## src/rtl/melody_sequencer_if.sv

```systemverilog
// Control/status and ROM bus of the melody sequencer. When MELODY_LOOP_EN is
// defined the bundle also carries the loop request.
interface melody_sequencer_if #(
   parameter int DIV_W  = 16,
   parameter int DUR_W  = 8,
   parameter int ADDR_W = 6
);
   logic                   start;
   logic                   stop;
   logic [ADDR_W-1:0]      rom_addr;
   logic [DIV_W+DUR_W-1:0] rom_data;
   logic                   busy;
   logic                   note_active;
   logic                   done;
   logic                   square_wave_final;
`ifdef MELODY_LOOP_EN
   logic                   loop;

   modport master (
      output start, stop, rom_data, loop,
      input  rom_addr, busy, note_active, done, square_wave_final
   );
   modport slave (
      input  start, stop, rom_data, loop,
      output rom_addr, busy, note_active, done, square_wave_final
   );
`else
   modport master (
      output start, stop, rom_data,
      input  rom_addr, busy, note_active, done, square_wave_final
   );
   modport slave (
      input  start, stop, rom_data,
      output rom_addr, busy, note_active, done, square_wave_final
   );
`endif
endinterface

```

## src/rtl/melody_sequencer.sv

```systemverilog
// Table-driven melody player: fetches {div, dur} entries from a synchronous ROM
// and plays them on one square-wave generator. MELODY_LOOP_EN adds replay on end.
//
// state   | meaning
// --------+-----------------------------------------------------------
// S_IDLE  | waiting for start, all outputs low
// S_FETCH | rom_addr presented, ROM data arrives next cycle
// S_LOAD  | capture entry; end marker, skip (dur=0) or start playing
// S_PLAY  | tone or rest for dur tempo ticks
// S_GAP   | silent inter-note gap of GAP_TICKS ticks
// S_DONE  | one-cycle done pulse, then back to idle
module melody_sequencer #(
   parameter int DIV_W     = 16,
   parameter int DUR_W     = 8,
   parameter int ADDR_W    = 6,
   parameter int TICK_DIV  = 2800000,
   parameter int GAP_TICKS = 1
) (
   input  logic               clk,
   input  logic               rst_n,
   melody_sequencer_if.slave  bus
);

   localparam int TICK_W = (TICK_DIV > 1) ? $clog2(TICK_DIV) : 1;
   localparam int GAP_W  = (GAP_TICKS > 0) ? $clog2(GAP_TICKS + 1) : 1;
   localparam logic [TICK_W-1:0] TICK_LAST = TICK_W'(TICK_DIV - 1);
   localparam logic [GAP_W-1:0]  GAP_LAST  = GAP_W'((GAP_TICKS > 0) ? GAP_TICKS - 1 : 0);
   localparam logic [DIV_W-1:0]  DIV_END   = '1;

   typedef enum logic [2:0] {
      S_IDLE, S_FETCH, S_LOAD, S_PLAY, S_GAP, S_DONE
   } state_t;

   state_t            r_state, w_state_nxt;
   logic [ADDR_W-1:0] r_addr;
   logic [DIV_W-1:0]  r_div, r_half;
   logic [DUR_W-1:0]  r_dur, r_dur_cnt;
   logic [TICK_W-1:0] r_tick;
   logic [GAP_W-1:0]  r_gap_cnt;
   logic              r_sq, r_done;

   logic [DIV_W-1:0]  w_div;
   logic [DUR_W-1:0]  w_dur;
   logic              w_is_end, w_addr_last, w_tick_wrap, w_half_wrap;
   logic              w_play_end, w_gap_end, w_loop;
   logic              w_advance, w_finish;

   assign w_div       = bus.rom_data[DIV_W+DUR_W-1:DUR_W];
   assign w_dur       = bus.rom_data[DUR_W-1:0];
   assign w_is_end    = (w_div == DIV_END);
   assign w_addr_last = (r_addr == {ADDR_W{1'b1}});
   assign w_tick_wrap = (r_tick == TICK_LAST);
   assign w_half_wrap = (r_half == r_div - DIV_W'(1));
   assign w_play_end  = w_tick_wrap && (r_dur_cnt == r_dur - DUR_W'(1));
   assign w_gap_end   = w_tick_wrap && (r_gap_cnt == GAP_LAST);

`ifdef MELODY_LOOP_EN
   assign w_loop = bus.loop;
`else
   assign w_loop = 1'b0;
`endif

   always_ff @(posedge clk or negedge rst_n) begin
      if (!rst_n) r_state <= S_IDLE;
      else        r_state <= w_state_nxt;
   end

   // w_advance: finished an entry; w_finish: end marker or address wrap
   always_comb begin
      w_state_nxt = r_state;
      w_advance   = 1'b0;
      w_finish    = 1'b0;
      case (r_state)
         S_IDLE:  if (bus.start) w_state_nxt = S_FETCH;
         S_FETCH: w_state_nxt = S_LOAD;
         S_LOAD: begin
            if (w_is_end)              w_finish    = 1'b1;
            else if (w_dur == '0)      w_advance   = 1'b1;
            else                       w_state_nxt = S_PLAY;
         end
         S_PLAY: begin
            if (w_play_end) begin
               if (GAP_TICKS > 0) w_state_nxt = S_GAP;
               else               w_advance   = 1'b1;
            end
         end
         S_GAP:   if (w_gap_end) w_advance = 1'b1;
         S_DONE:  w_state_nxt = S_IDLE;
         default: w_state_nxt = S_IDLE;
      endcase
      if (w_advance) begin
         if (w_addr_last) w_finish    = 1'b1;
         else             w_state_nxt = S_FETCH;
      end
      if (w_finish) w_state_nxt = w_loop ? S_FETCH : S_DONE;
      // stop beats everything, including a simultaneous start
      if (bus.stop) begin
         w_state_nxt = S_IDLE;
         w_advance   = 1'b0;
         w_finish    = 1'b0;
      end
   end

   always_ff @(posedge clk or negedge rst_n) begin
      if (!rst_n) begin
         r_addr    <= '0;
         r_div     <= '0;
         r_dur     <= '0;
         r_half    <= '0;
         r_dur_cnt <= '0;
         r_tick    <= '0;
         r_gap_cnt <= '0;
         r_sq      <= 1'b0;
         r_done    <= 1'b0;
      end else begin
         r_done <= w_finish;
         if (w_state_nxt == S_IDLE) begin
            r_addr    <= '0;
            r_div     <= '0;
            r_dur     <= '0;
            r_half    <= '0;
            r_dur_cnt <= '0;
            r_tick    <= '0;
            r_gap_cnt <= '0;
            r_sq      <= 1'b0;
         end else begin
            case (r_state)
               S_LOAD: begin
                  r_div     <= w_div;
                  r_dur     <= w_dur;
                  r_half    <= '0;
                  r_dur_cnt <= '0;
                  r_tick    <= '0;
                  r_gap_cnt <= '0;
                  r_sq      <= 1'b0;
               end
               S_PLAY: begin
                  r_tick <= w_tick_wrap ? '0 : r_tick + TICK_W'(1);
                  if (w_tick_wrap) r_dur_cnt <= r_dur_cnt + DUR_W'(1);
                  if (r_div != '0) begin
                     r_half <= w_half_wrap ? '0 : r_half + DIV_W'(1);
                     if (w_half_wrap) r_sq <= ~r_sq;
                  end
                  if (w_play_end) r_sq <= 1'b0;
               end
               S_GAP: begin
                  r_tick <= w_tick_wrap ? '0 : r_tick + TICK_W'(1);
                  if (w_tick_wrap) r_gap_cnt <= r_gap_cnt + GAP_W'(1);
               end
               default: ;
            endcase
            if (w_finish)       r_addr <= '0;
            else if (w_advance) r_addr <= r_addr + ADDR_W'(1);
         end
      end
   end

   assign bus.rom_addr          = r_addr;
   assign bus.busy              = (r_state != S_IDLE);
   assign bus.note_active       = (r_state == S_PLAY) && (r_div != '0);
   assign bus.done              = r_done;
   assign bus.square_wave_final = r_sq;

endmodule

```

## src/flat_wrapper.sv

```systemverilog
// flat-port wrapper written by rule: the top's interface ports become plain ports
module melody_sequencer_flat 
#(
   parameter int DIV_W     = 16,
   parameter int DUR_W     = 8,
   parameter int ADDR_W    = 6,
   parameter int TICK_DIV  = 2800000,
   parameter int GAP_TICKS = 1
)
  (clk, rst_n, bus_start, bus_stop, bus_rom_data, bus_rom_addr, bus_busy, bus_note_active, bus_done, bus_square_wave_final);
  melody_sequencer_if #(.DIV_W(DIV_W), .DUR_W(DUR_W), .ADDR_W(ADDR_W)) bus_i ();
  input  logic clk;
  input  logic rst_n;
  input wire logic [$bits(bus_i.start)-1:0] bus_start;
  input wire logic [$bits(bus_i.stop)-1:0] bus_stop;
  input wire logic [$bits(bus_i.rom_data)-1:0] bus_rom_data;
  output wire logic [$bits(bus_i.rom_addr)-1:0] bus_rom_addr;
  output wire logic [$bits(bus_i.busy)-1:0] bus_busy;
  output wire logic [$bits(bus_i.note_active)-1:0] bus_note_active;
  output wire logic [$bits(bus_i.done)-1:0] bus_done;
  output wire logic [$bits(bus_i.square_wave_final)-1:0] bus_square_wave_final;
  assign bus_i.start = bus_start;
  assign bus_i.stop = bus_stop;
  assign bus_i.rom_data = bus_rom_data;
  assign bus_rom_addr = bus_i.rom_addr;
  assign bus_busy = bus_i.busy;
  assign bus_note_active = bus_i.note_active;
  assign bus_done = bus_i.done;
  assign bus_square_wave_final = bus_i.square_wave_final;
  melody_sequencer #(.DIV_W(DIV_W), .DUR_W(DUR_W), .ADDR_W(ADDR_W), .TICK_DIV(TICK_DIV), .GAP_TICKS(GAP_TICKS)) u_core (.clk(clk), .rst_n(rst_n), .bus(bus_i));
endmodule
```

## config.mk

```make
export PLATFORM = sky130hd
export DESIGN_NAME = melody_sequencer_flat
export DESIGN_NICKNAME = d
export VERILOG_FILES = /design/src/rtl/melody_sequencer_if.sv /design/src/rtl/melody_sequencer.sv /design/src/flat_wrapper.sv
export SDC_FILE = /design/constraint.sdc
export NUM_CORES = 1
export LEC_CHECK = 0
export BUFFER_PORTS_ARGS = -buffer_cell sky130_fd_sc_hd__buf_2
export CORE_ASPECT_RATIO = 2
export CORE_MARGIN = 2
export CORE_UTILIZATION = 55
export CTS_CLUSTER_DIAMETER = 50
export DETAILED_ROUTE_END_ITERATION = 6
export GPL_TIMING_DRIVEN = 0
export PLACE_DENSITY = 0.71
export SLEW_MARGIN = 20
export SYNTH_ARGS = -nofsm -noshare
export SYNTH_HDL_FRONTEND = slang
export SYNTH_SLANG_ARGS = --single-unit
```

## constraint.sdc

```tcl
create_clock -name clk -period 4.5 [get_ports clk]
set_input_delay 0 -clock clk [delete_from_list [all_inputs] [get_ports clk]]
set_output_delay 0 -clock clk [all_outputs]
set_load 0.01 [all_outputs]
```

---- Yosys cells after proc, flatten, opt, wreduce, memory -nomap -nowiden ----
Cells that the tools add are included.
word-level totals
  register bits after elaboration ......... 82
  input bits .............................. 28
  output and inout port bits .............. 10
  logic and storage cells ................. 95
cells by class
  $add $sub $neg .......................... 7
  equal/unequal tests ..................... 14
  mux-type cells .......................... 44
  bitwise operators ....................... 2
  reductions and logical operators ........ 18
operator list
  cell                     count
  $mux W16                 5
  $mux W22                 2
  $pmux W22 S2             1
  $mux W8                  4
  $pmux W16 S2             1
  $mux W3                  8
  $add A22 B1 Y22 const B  1
  $eq A22 B22 Y1 const B   1
  $mux W6                  3
  $add A16 B1 Y16 const B  1
  $eq A16 B16 Y1           1
  $eq A16 B16 Y1 const B   1
  $pmux W8 S2              1
  $reduce_bool A16 Y1      1
  $sub A16 B1 Y16 const B  1
  $mux W1                  15
  $pmux W3 S5              1
  $reduce_bool A3 Y1       5
  $ne A3 B1 Y1 const B     3
  $add A8 B1 Y8 const B    1
  $eq A8 B8 Y1             1
  $logic_not A8 Y1         1
  $ne A4 B1 Y1 const B     2
  $sub A8 B1 Y8 const B    1
  14 further kinds         23

---- Logic depth before layout (Yosys ltp) ----
Gate-level depths: netlist of the first run.
  depth after elaboration ................. 12
  depth in mapped cells ................... 12
  gate-level depth less buffers ........... 10

---- Worst setup path after synthesis of the first run ----
No wires, ideal clock.
  path kind ............................... register to register
  start point ............................. reg u_core.r_div[0]
  end point ............................... reg u_core.r_sq, in the netlist u_core.bus.square_wave_final
  setup time .............................. 0.131 ns
  data arrival time ....................... 2.701 ns
  required time ........................... 4.369 ns
  path slack .............................. 1.668 ns
  cell stages (with the launch flop) ...... 11
  path buffers ............................ 0
  clock period less this slack ............ 2.832 ns
  path through ............................ dfrtp_1 -> inv_1 -> ha_1 -> or3b_2 -> nor4_4 -> nand2_1 -> a2111o_1 -> a2111oi_4 -> nor2_4 -> o21bai_4 -> o22ai_1
between the ends
  longest elaborated chain between the ends .. 4
  elaborated cells on any way between the ends .. 6
  classes of those cells .................. add/sub (1); eq/ne (3); reduce/logical (2)
ends and longest elaborated chain
  what                           RTL line                 text
  start: declaration             melody_sequencer.sv:36   logic [DIV_W-1:0] r_div, r_half;
  start signal: assignment       melody_sequencer.sv:129  r_div <= w_div;
  $sub A16 B1 Y16                melody_sequencer.sv:53   assign w_half_wrap = (r_half == r_div - DIV_W'(1));
  $eq A16 B16 Y1                 melody_sequencer.sv:53
  $ne A4 B1 Y1 (no line)         --
  $reduce_and A3 Y1 (no line) *  --
  end signal: assignment         melody_sequencer.sv:142  if (w_half_wrap) r_sq <= ~r_sq;
  end: declaration               melody_sequencer.sv:40   logic r_sq, r_done;
Every way passes the cells marked *; elsewhere a longest branch is shown, timed or not.
A chain may end at the register's enable or synchronous reset.

---- Worst setup path after layout of the first run ----
  start point ............................. reg u_core.r_state[2]
  end point ............................... reg u_core.r_dur_cnt[4]
between the ends
  longest elaborated chain between the ends .. 10
  elaborated cells on any way between the ends .. 24
  classes of those cells .................. eq/ne (5); mux (15); reduce/logical (4)
ends and longest elaborated chain
  what                                                                 RTL line                 text
  start: declaration                                                   melody_sequencer.sv:34   state_t r_state, w_state_nxt;
  start signal: assignment                                             melody_sequencer.sv:65   else r_state <= w_state_nxt;
  $mux W3                                                              melody_sequencer.sv:78   else if (w_dur == '0) w_advance = 1'b1;
  $mux W3                                                              melody_sequencer.sv:77   if (w_is_end) w_finish = 1'b1;
  $pmux W3 S5                                                          melody_sequencer.sv:73   case (r_state)
  $mux W3                                                              melody_sequencer.sv:92   if (w_addr_last) w_finish = 1'b1;
  $mux W3                                                              melody_sequencer.sv:91   if (w_advance) begin
  $mux W3                                                              melody_sequencer.sv:95   if (w_finish) w_state_nxt = w_loop ? S_FETCH : S_DONE;
  $mux W3                                                              melody_sequencer.sv:97   if (bus.stop) begin
  $logic_not A3 Y1                                                     melody_sequencer.sv:117  if (w_state_nxt == S_IDLE) begin
  $ne A3 B1 Y1 (no line) / $reduce_bool A3 Y1 (equally long branches)  --
  $reduce_and A2 Y1 (no line)                                          --
  end signal: assignment                                               melody_sequencer.sv:139  if (w_tick_wrap) r_dur_cnt <= r_dur_cnt + DUR_W'(1);
  end: declaration                                                     melody_sequencer.sv:37   logic [DUR_W-1:0] r_dur, r_dur_cnt;
Parallel ways exist; a longest one is shown, timed or not.

==> results of run 1 <==
==> routing by layer <==
metal | track usage, % | wire [um] | part of all wire, % | vias up
met3 | 4.59 | 542 | 3.4 | 76
li1 | - | - | - | 2459
met2 | 58.8 | 9090 | 57 | 174
met4 | 23.3 | 1100 | 6.9 | 0
met5 | 0 | 0 | 0 | -
met1 | 29.3 | 5250 | 33 | 2551
==> repair_timing <==
item / CTS / global route
endpoints found under the setup margin: 0 / 0
endpoints found under the hold margin: 106 / 0
hold buffers: 25 / 0
setup buffers: 0 / 0
gates resized for setup: 0 / 0
==> through the flow <==
stage               instance area, um^2  setup WS (ns)
detailed placement                 5660          0.873
global placement                   5630          0.898
CTS                                6210          0.836
finish                             6220          0.819
floorplan                          5320           1.67
global route                       6220          0.562
==> registers in the layout, summed over array words and instances, names as in the netlist, 3 cells and up <==
| register | flops |
|---|---|
| u_core.bus.rom_addr | 6 |
| u_core.r_div | 16 |
| u_core.r_dur | 8 |
| u_core.r_dur_cnt | 8 |
| u_core.r_half | 16 |
| u_core.r_state | 3 |
| u_core.r_tick | 22 |
==> power groups by stage <==
stage               Sequential [uW]  Clock [uW]  Combinational (uW)
floorplan                       767           0                 162
global placement                771           0                 240
detailed placement              771           0                 248
CTS                             757         768                 267
global route                    758         799                 296
finish                          758         759                 270
==> worst min path at each step <==
| stage | cells after the start | to |
|---|---|---|
| after floorplan | 0 | u_core.bus.done |
| after global placement | 3 | u_core.r_dur[5] |
| after detailed placement | 1 | u_core.r_half[5] |
| after CTS | 2 | u_core.r_state[2] |
| after global routing | 2 | u_core.r_state[2] |
| final | 2 | u_core.r_state[2] |
==> cell usage in the layout, fill, tap and decap left out, types with 4 or more instances in the layout <==
cell           instances
a211o_1                4
a21boi_0               5
a21o_1                 5
a21oi_1               57
a31oi_1               18
and2_1                 7
and3_1                18
buf_1                  4
buf_2                 42
buf_4                  4
clkbuf_1              22
clkbuf_16              9
dfrtp_1               82
dlygate4sd3_1         25
ha_1                   7
inv_1                 11
nand2_1               90
nand2b_1              19
nand3_1               21
nand3b_1               5
nand4_1               18
nor2_1                33
nor3_1                18
nor4_1                12
nor4b_1                8
nor4bb_1               5
o211ai_1               5
o21ai_0               26
o22ai_1                4
o31ai_1                5
or2_2                  6
or3_1                  9
or3b_2                 4
or4_1                  9
xnor2_1               20
xor2_1                13
==> area by class of cell <==
| type | instances | area (um^2) | share of cell area, % |
|---|---|---|---|
| multi-input combinational | 499 | 3070 | 49.3 |
| sequential | 82 | 2050 | 33.0 |
| timing repair buffer | 62 | 460 | 7.40 |
| clock buffer | 12 | 256 | 4.12 |
| buffer | 36 | 163 | 2.61 |
| tap | 104 | 130 | 2.09 |
| clock inverter | 4 | 48.8 | 0.784 |
| inverter | 11 | 41.3 | 0.664 |
| antenna | 1 | 2.50 | 0.0402 |
==> logic make-up (layout without fill, tap and decap cells) <==
| logic type | Yosys count | in the layout | synth area share, % |
|---|---|---|---|
| AO/OA/AOI/OAI | 152 | 152 | 18.2 |
| multiplexers | 4 | 4 | 0.776 |
| AND/OR/NAND/NOR | 303 | 303 | 31.6 |
| other | 0 | 1 | 0 |
| buffers and inverters | 47 | 125 | 3.84 |
| flip-flops | 82 | 82 | 38.6 |
| adder cells (fa/ha/maj) | 7 | 7 | 1.65 |
| XOR/XNOR | 33 | 33 | 5.44 |
==> worst max-delay path, stage by stage (launching register included) <==
cell and delay, ns:
dfrtp_1 0.35, buf_2 0.17, nand2b_1 0.15, clkbuf_1 0.19
nor2_1 0.62, o21ai_0 0.28, nor4b_1 0.24, a21oi_2 0.25
a21o_1 0.38, buf_2 0.34, buf_1 0.46, nor2_1 0.10
==> flow_summary.toml, run 1 <==
[power]
p_int_uw = 1310
pwr-share-clk_pct = 42.5
power.density_mw_per_mm2 = 287
combPwrFrac_pct = 15.1
p_sw_uw = 481
ir_worst_vdd_uv = 213
total_power_uw = 1790
p_leak_uw = 0.00250
seqPwrFrac_pct = 42.4
power_switching_share_pct = 26.9

[timing]
whs_ns = 0.0822
setup_viol = 0
period_needed_ns = 3.68
maxSlewViolCount = 0
fmax_mhz = 272
timing.final.crit_share_pct = 81.8
tightestPinTransition_ns = 0.755
finalSetupTns_ns = 0
final-hold-violation-count = 0
fin_skew_ns = 0.00923
rsz0062_at_grt = "false"
slew_headroom_pct = 49.2

[yosys]
syn_nets = 663
synthArstFlopShare_pct = 100
yosys.cell_count.top_type = "nand2_1"
ys_ff_latch = 82
netlist_top_cells_count = "90 x nand2_1, 82 x dfrtp_1, 57 x a21oi_1, 33 x nor2_1, 26 x o21ai_0"
synth_cells = 628
synth_edf_count = 0
ys_seq_area_share_pct = 38.6
yosysUniqueCellTypes = 68
synth_area_mm2 = 0.00532
yosys.area.top_type = "dfrtp_1"
syn_area_per_cell_um2 = 8.47
yosys.area.top_type_share_pct = 38.6
synth_area_leaders = "dfrtp_1 39%, nand2_1 6.4%, a21oi_1 5.4%, xnor2_1 3.3%, o21ai_0 2.4%"
yosys_warnings = 0
synth_flop_cell = "dfrtp_1"

[grt]
grt_use_total_pct = 31.6
first_global_vias = 5209
grt_pass1_wl_um = 25200
antenna_found_initial = 0
grt_max_degree = 56
overflow = 0

[clock_tree]
clk_pin_slew_worst_paths_ns = 0.06
cts.sinks = 82
cts_htree_levels = 3
numCtsBuffers = 9
worstSkewPairLatency_ns = 0.34
cts_tree = "built"
clockBufferDepth = 2
root_buffer = "clkbuf_16"

[routing]
drtIter0Drc = 298
drt_pass1_iterations = 7
route.vias.total = 5260
drt_wl_total_um = 16000
ant_nets = 0
wire_per_inst_um = 19.7
viasPerCell = 6.49
drc = 0

[critical_path]
r2r_end = "u_core.r_dur_cnt[4]"
critPathLaunchType = "register"
endpoint = "u_core.r_dur_cnt[4]"
r2r_cells = 11
crit_start = "u_core.r_state[2]"
path_class = "register to register"
critPathArrivalTime_ns = 3.88
cp-end-kind = "register"
rrSetupSlack_ns = 0.82
timing.rr.start = "u_core.r_state[2]"
crit_fanout = 10
worstPathRequired_ns = 4.70

[placement]
port_buffers = 36
dpl.cell_count = 769
place.gp.congestion = 0.897
detailed_place_hpwl_um = 11800

[finish]
final_nets = 736
area_growth_pct = 17.0
final_util_pct = 66.3
drive_above_1_share_pct = 12.2
n_fill_cell = 831
instances_no_fill = 811

[die]
core_area_mm2 = 0.00938
row_count = 50
start_util_pct = 56.7
dieArea_mm2 = 0.0105
fp.dieH_um = 143
io_pins = 38
die_w_um = 73.5

[hold_path]
holdCritStartpoint = "bus_stop"
hp-class = "primary input to register"

[outcome]
status = "finished clean"

[job]
max_cap_viol_count = 0
No activity file was read; power rests on OpenSTA's default activity.
==> run 2: changes to the inputs <==
Settings changed: PLACE_DENSITY 0.71 to 0.74.
Clock period 4.5 ns to 3.1 ns, I/O delays scaled along.
==> flow_summary.toml, run 2 (synthesis results as in run 1) <==
[outcome]
status = "finished clean"

[power]
ir_worst_vdd_uv = 339
p_sw_uw = 732
power_switching_share_pct = 26.3
combPwrFrac_pct = 16.3
p_int_uw = 2050
power.density_mw_per_mm2 = 425
pwr-share-clk_pct = 44.1
seqPwrFrac_pct = 39.5
p_leak_uw = 0.00263

[job]
max_cap_viol_count = 0

[grt]
first_global_vias = 5365
grt_use_total_pct = 32.0
antenna_found_initial = 0
grt_pass1_wl_um = 25700
overflow = 0
grt_max_degree = 55

[routing]
drtIter0Drc = 389
drt_wl_total_um = 16500
wire_per_inst_um = 20.0
drc = 0
ant_nets = 0
drt_pass1_iterations = 5
route.vias.total = 5360
viasPerCell = 6.50

[clock_tree]
worstSkewPairLatency_ns = 0.34
root_buffer = "clkbuf_16"
cts_htree_levels = 3
numCtsBuffers = 9
cts.sinks = 82
clk_pin_slew_worst_paths_ns = 0.06
clockBufferDepth = 2
cts_tree = "built"

[die]
row_count = 50
fp.dieH_um = 143
io_pins = 38
dieArea_mm2 = 0.0105
start_util_pct = 56.7
core_area_mm2 = 0.00938
die_w_um = 73.5

[timing]
slew_headroom_pct = 54.5
final-hold-violation-count = 0
fin_skew_ns = 0.00871
timing.final.crit_share_pct = 97.1
finalSetupTns_ns = 0
maxSlewViolCount = 0
fmax_mhz = 332
setup_viol = 0
period_needed_ns = 3.01
tightestPinTransition_ns = 0.677

[critical_path]
crit_fanout = 5
cp-end-kind = "register"
path_class = "register to register"
critPathArrivalTime_ns = 3.28
worstPathRequired_ns = 3.37
critPathLaunchType = "register"

[finish]
n_fill_cell = 745
instances_no_fill = 825
top_regs = "u_core.r_tick (22), u_core.r_div (16), u_core.r_half (16)"
drive_above_1_share_pct = 17.2
area_growth_pct = 23.4
largest_register_ffs = 22
largest-register = "u_core.r_tick"
layout_common_cells = "90 x nand2_1, 80 x dfrtp_1, 56 x a21oi_1, 41 x buf_2, 32 x nor2_1"
final_nets = 750
layout_commonest_cell = "nand2_1"

[hold_path]
hp-class = "primary input to async pin"

[placement]
port_buffers = 36
dpl.cell_count = 769
place.gp.congestion = 0.882
detailed_place_hpwl_um = 11600
## run 2: changes by cell type in the layout (fill, tap and decap cells not counted), sizes merged
cell / before / now
o21bai: 2 / 3
clkbuf: 33 / 32
a21oi: 58 / 59
bufinv: 1 / 3
buf: 52 / 63
## run 2: worst max-delay path: stages, from the launching register on
cell       delay (ns)
dfrtp_1          0.42
inv_1            0.08
ha_2             0.20
or3b_1           0.35
a211o_1          0.34
nor3_2           0.14
o2111ai_2        0.24
a21oi_2          0.27
buf_6            0.16
a21oi_4          0.08
or4_1            0.50
a21oi_1          0.16
## run 2: cell type report
| cell class | instances | area, um^2 | area share [%] |
|---|---|---|---|
| clock buffer | 10 | 229 | 3.49 |
| multi-input combinational | 501 | 3250 | 49.5 |
| buffer | 34 | 176 | 2.69 |
| clock inverter | 6 | 113 | 1.72 |
| timing repair buffer | 76 | 569 | 8.68 |
| antenna | 1 | 2.50 | 0.0381 |
| tap | 104 | 130 | 1.98 |
| sequential | 82 | 2050 | 31.3 |
| inverter | 11 | 41.3 | 0.629 |
## run 2: through the flow
stage / hold slack, ns / setup slack, ns / total power, uW / util, % / cell area (um^2)
after floorplan: -0.296 / 0.268 / 1350 / - / 5320
after global placement: 0.246 / -0.524 / 1470 / 60.0 / 5630
after detailed placement: -0.0407 / -0.571 / 1480 / 60.3 / 5660
after CTS: 0.132 / 0.0216 / 2750 / 67.8 / 6360
after global routing: 0.156 / -0.0325 / 2870 / 69.9 / 6560
final: 0.136 / 0.0886 / 2790 / 69.9 / 6560
## run 2: repair_timing
action,in CTS,in global routing
pin swaps,5,7
cloned,1,1
setup buffers,4,10
hold buffers,25,0
endpoints found under the hold margin,106,0
gates resized for setup,19,24
endpoints found under the setup margin,77,65
## run 2: worst paths after layout
kind,slack (ns),startpoint,depth (start not counted),endpoint
max,0.09,u_core.r_dur[0],11,u_core.r_half[7]
max reg2reg,0.09,u_core.r_dur[0],11,u_core.r_half[7]
max in group asynchronous,2.34,rst_n,3,u_core.r_div[0]
min in group clk,0.14,bus_stop,2,u_core.r_state[2]
min,0.14,rst_n,2,u_core.r_half[5]
min reg2reg,0.52,u_core.r_tick[17],1,u_core.r_tick[17]
## run 2: power groups by stage
stage	logic (uW)	registers (uW)	clock network, uW
2_1_floorplan	235	1110	0
3_3_place_gp	347	1120	0
3_5_place_dp	361	1120	0
4_1_cts	412	1100	1240
5_1_grt	490	1100	1280
6_report	455	1100	1230
## run 2: per-layer routing
layer / GRT usage (%) / vias up / share of wire [%]
li1: - / 2475 / -
met1: 30.3 / 2640 / 35
met2: 60.9 / 182 / 57
met3: 4.66 / 63 / 3.1
met4: 20.0 / 0 / 5.2
met5: 0 / - / 0
==> run 3: changes to the inputs <==
Settings changed: CORE_UTILIZATION 55 to 50, PLACE_DENSITY 0.74 to 0.68.
==> flow_summary.toml, run 3 (synthesis results as in run 1) <==
[finish]
layout_common_cells = "90 x nand2_1, 80 x dfrtp_1, 54 x a21oi_1, 44 x buf_2, 32 x nor2_1"
final_nets = 751
largest-register = "u_core.r_tick"
layout_commonest_cell = "nand2_1"
area_growth_pct = 23.9
antenna_cells = 0
drive_above_1_share_pct = 18.7
top_regs = "u_core.r_tick (22), u_core.r_div (16), u_core.r_half (16)"
final_util_pct = 63.3
largest_register_ffs = 22
instances_no_fill = 858

[critical_path]
critPathArrivalTime_ns = 3.28
critPathLaunchType = "register"
cpPeakStageDelay_ns = 0.53
r2r_cells = 11
path_buf_inv = 2
r2r_end = "u_core.r_half[14]"
cpMaxStageDelayCell = "or4_4"
rrSetupSlack_ns = 0.1
cp_top_family = "simple AND/OR/NAND/NOR gates"
timing.rr.start = "u_core.r_dur[0]"
critical_path.cell_chain = "inv_2 -> ha_4 -> or3b_1 -> a211o_1 -> nor3_2 -> o2111ai_2 -> a21oi_2 -> buf_6 -> a21oi_4 -> or4_4 -> a21oi_2"
cp-end-kind = "register"
worstPathRequired_ns = 3.37
crit_fanout = 10
crit_top_cell = "a21oi_2"
path_class = "register to register"

[timing]
tightestPinTransition_ns = 0.832
setup_viol = 0
period_needed_ns = 3.00
fin_skew_ns = 0.00850
whs_ns = 0.130
timing.final.crit_share_pct = 96.9
final-hold-violation-count = 0
fmax_mhz = 333
setup_slack_ns = 0.0963
maxSlewViolCount = 0
slew_headroom_pct = 44.0

[clock_tree]
root_buffer = "clkbuf_16"
numCtsBuffers = 9
clockBufferDepth = 2
clk_pin_slew_worst_paths_ns = 0.06
cts_tree = "built"
cts.sinks = 82
worstSkewPairLatency_ns = 0.35
cts_htree_levels = 3

[die]
core_area_mm2 = 0.0104
die_w_um = 76.9
start_util_pct = 51.1
fp.dieH_um = 150
dieArea_mm2 = 0.0115
row_count = 53
io_pins = 38

[routing]
dr_wl_met3_um = 533
wl_met2_um = 9250
highest_layer = "met4"
drt_wl_total_um = 16400
drtIter0Drc = 378
wl_met1_um = 5480
viasPerCell = 6.22
route.vias.total = 5337
drt_pass1_iterations = 5
ant_nets = 0
drc = 0
wire_per_inst_um = 19.1

[hold_path]
hold_depth = 2
holdPathEnd = "u_core.r_state[2]"
hp-class = "primary input to register"
holdCritStartpoint = "bus_stop"

[power]
p_leak_uw = 0.00262
combPwrFrac_pct = 17.1
p_int_uw = 1920
ir_worst_vdd_uv = 361
p_sw_uw = 741
power_switching_share_pct = 27.9
seqPwrFrac_pct = 41.5
pwr-share-clk_pct = 41.4
total_power_uw = 2660
power.density_mw_per_mm2 = 403

[placement]
detailed_place_hpwl_um = 11800
port_buffers = 36
place_ws_ns = -0.503
dpl.cell_count = 802
place.gp.congestion = 0.894

[job]
max_cap_viol_count = 0

[grt]
overflow = 0
first_global_vias = 5229
grt_use_total_pct = 28.5
grt_pass1_wl_um = 25200
antenna_found_initial = 0
grt_max_degree = 54

[outcome]
status = "finished clean"
## run 3: changes by cell type in the layout (fill, tap and decap cells not counted), sizes merged
| cell | previous run | this run |
|---|---|---|
| buf | 63 | 70 |
| clkbuf | 32 | 28 |
| bufinv | 3 | 1 |
| a21oi | 59 | 58 |
| clkinv | 2 | 3 |
| clkinvlp | 0 | 1 |
| diode | 1 | 0 |
| inv | 12 | 11 |
## run 3: per-stage QoR
stage               area [um^2]  setup TNS [ns]
finish                     6590               0
global route               6590          -0.204
CTS                        6380               0
detailed placement         5700          -24.01
global placement           5670          -25.44
floorplan                  5320               0
## run 3: cell type report
class                   count  area (um^2)
plain buffers              31          150
well taps                 137          171
repair buffers             81          607
flip-flops and latches     82         2050
multi-input cells         500         3260
inverters                  11         41.3
fillers                   899         3820
clock inverters             5         63.8
clock buffers              11          243
## run 3: power by group through the flow
| stage | clock network (uW) | logic (uW) | registers (uW) |
|---|---|---|---|
| final | 1100 | 455 | 1100 |
| after global routing | 1150 | 494 | 1100 |
| after CTS | 1110 | 413 | 1100 |
| after detailed placement | 0 | 366 | 1120 |
| after global placement | 0 | 353 | 1120 |
| after floorplan | 0 | 235 | 1110 |
## run 3: what timing repair did
action,CTS,global route
pin swaps,4,8
resized for setup,19,25
hold buffers,25,0
hold endpoints to repair,97,0
buffers inserted,6,14
endpoints found under the setup margin,72,72
cloned,0,1
## run 3: how the worst max path moves through the flow
stage / startpoint / end / slack, ns / cells after the start
after floorplan: u_core.r_div[0] / u_core.bus.square_wave_final / 0.27 / 10
after global placement: u_core.r_state[2] / u_core.r_gap_cnt / -0.56 / 11
after detailed placement: u_core.r_state[2] / u_core.r_div[2] / -0.50 / 11
after CTS: u_core.r_tick[0] / u_core.r_tick[7] / 0.004 / 12
after global routing: u_core.r_dur[3] / u_core.r_half[14] / -0.04 / 10
final: u_core.r_dur[0] / u_core.r_half[14] / 0.1 / 11
## run 3: routing by layer
metal / track usage, % / vias up
li1: - / 2482
met1: 25.8 / 2615
met2: 55.1 / 186
met3: 3.62 / 54
met4: 22.6 / 0
met5: 0 / -
## run 3: worst register-to-register path, cell delays in order (launching register included)
cell	delay, ns
dfrtp_1	0.42
inv_2	0.09
ha_4	0.15
or3b_1	0.36
a211o_1	0.31
nor3_2	0.20
o2111ai_2	0.17
a21oi_2	0.27
buf_6	0.17
a21oi_4	0.10
or4_4	0.53
a21oi_2	0.15
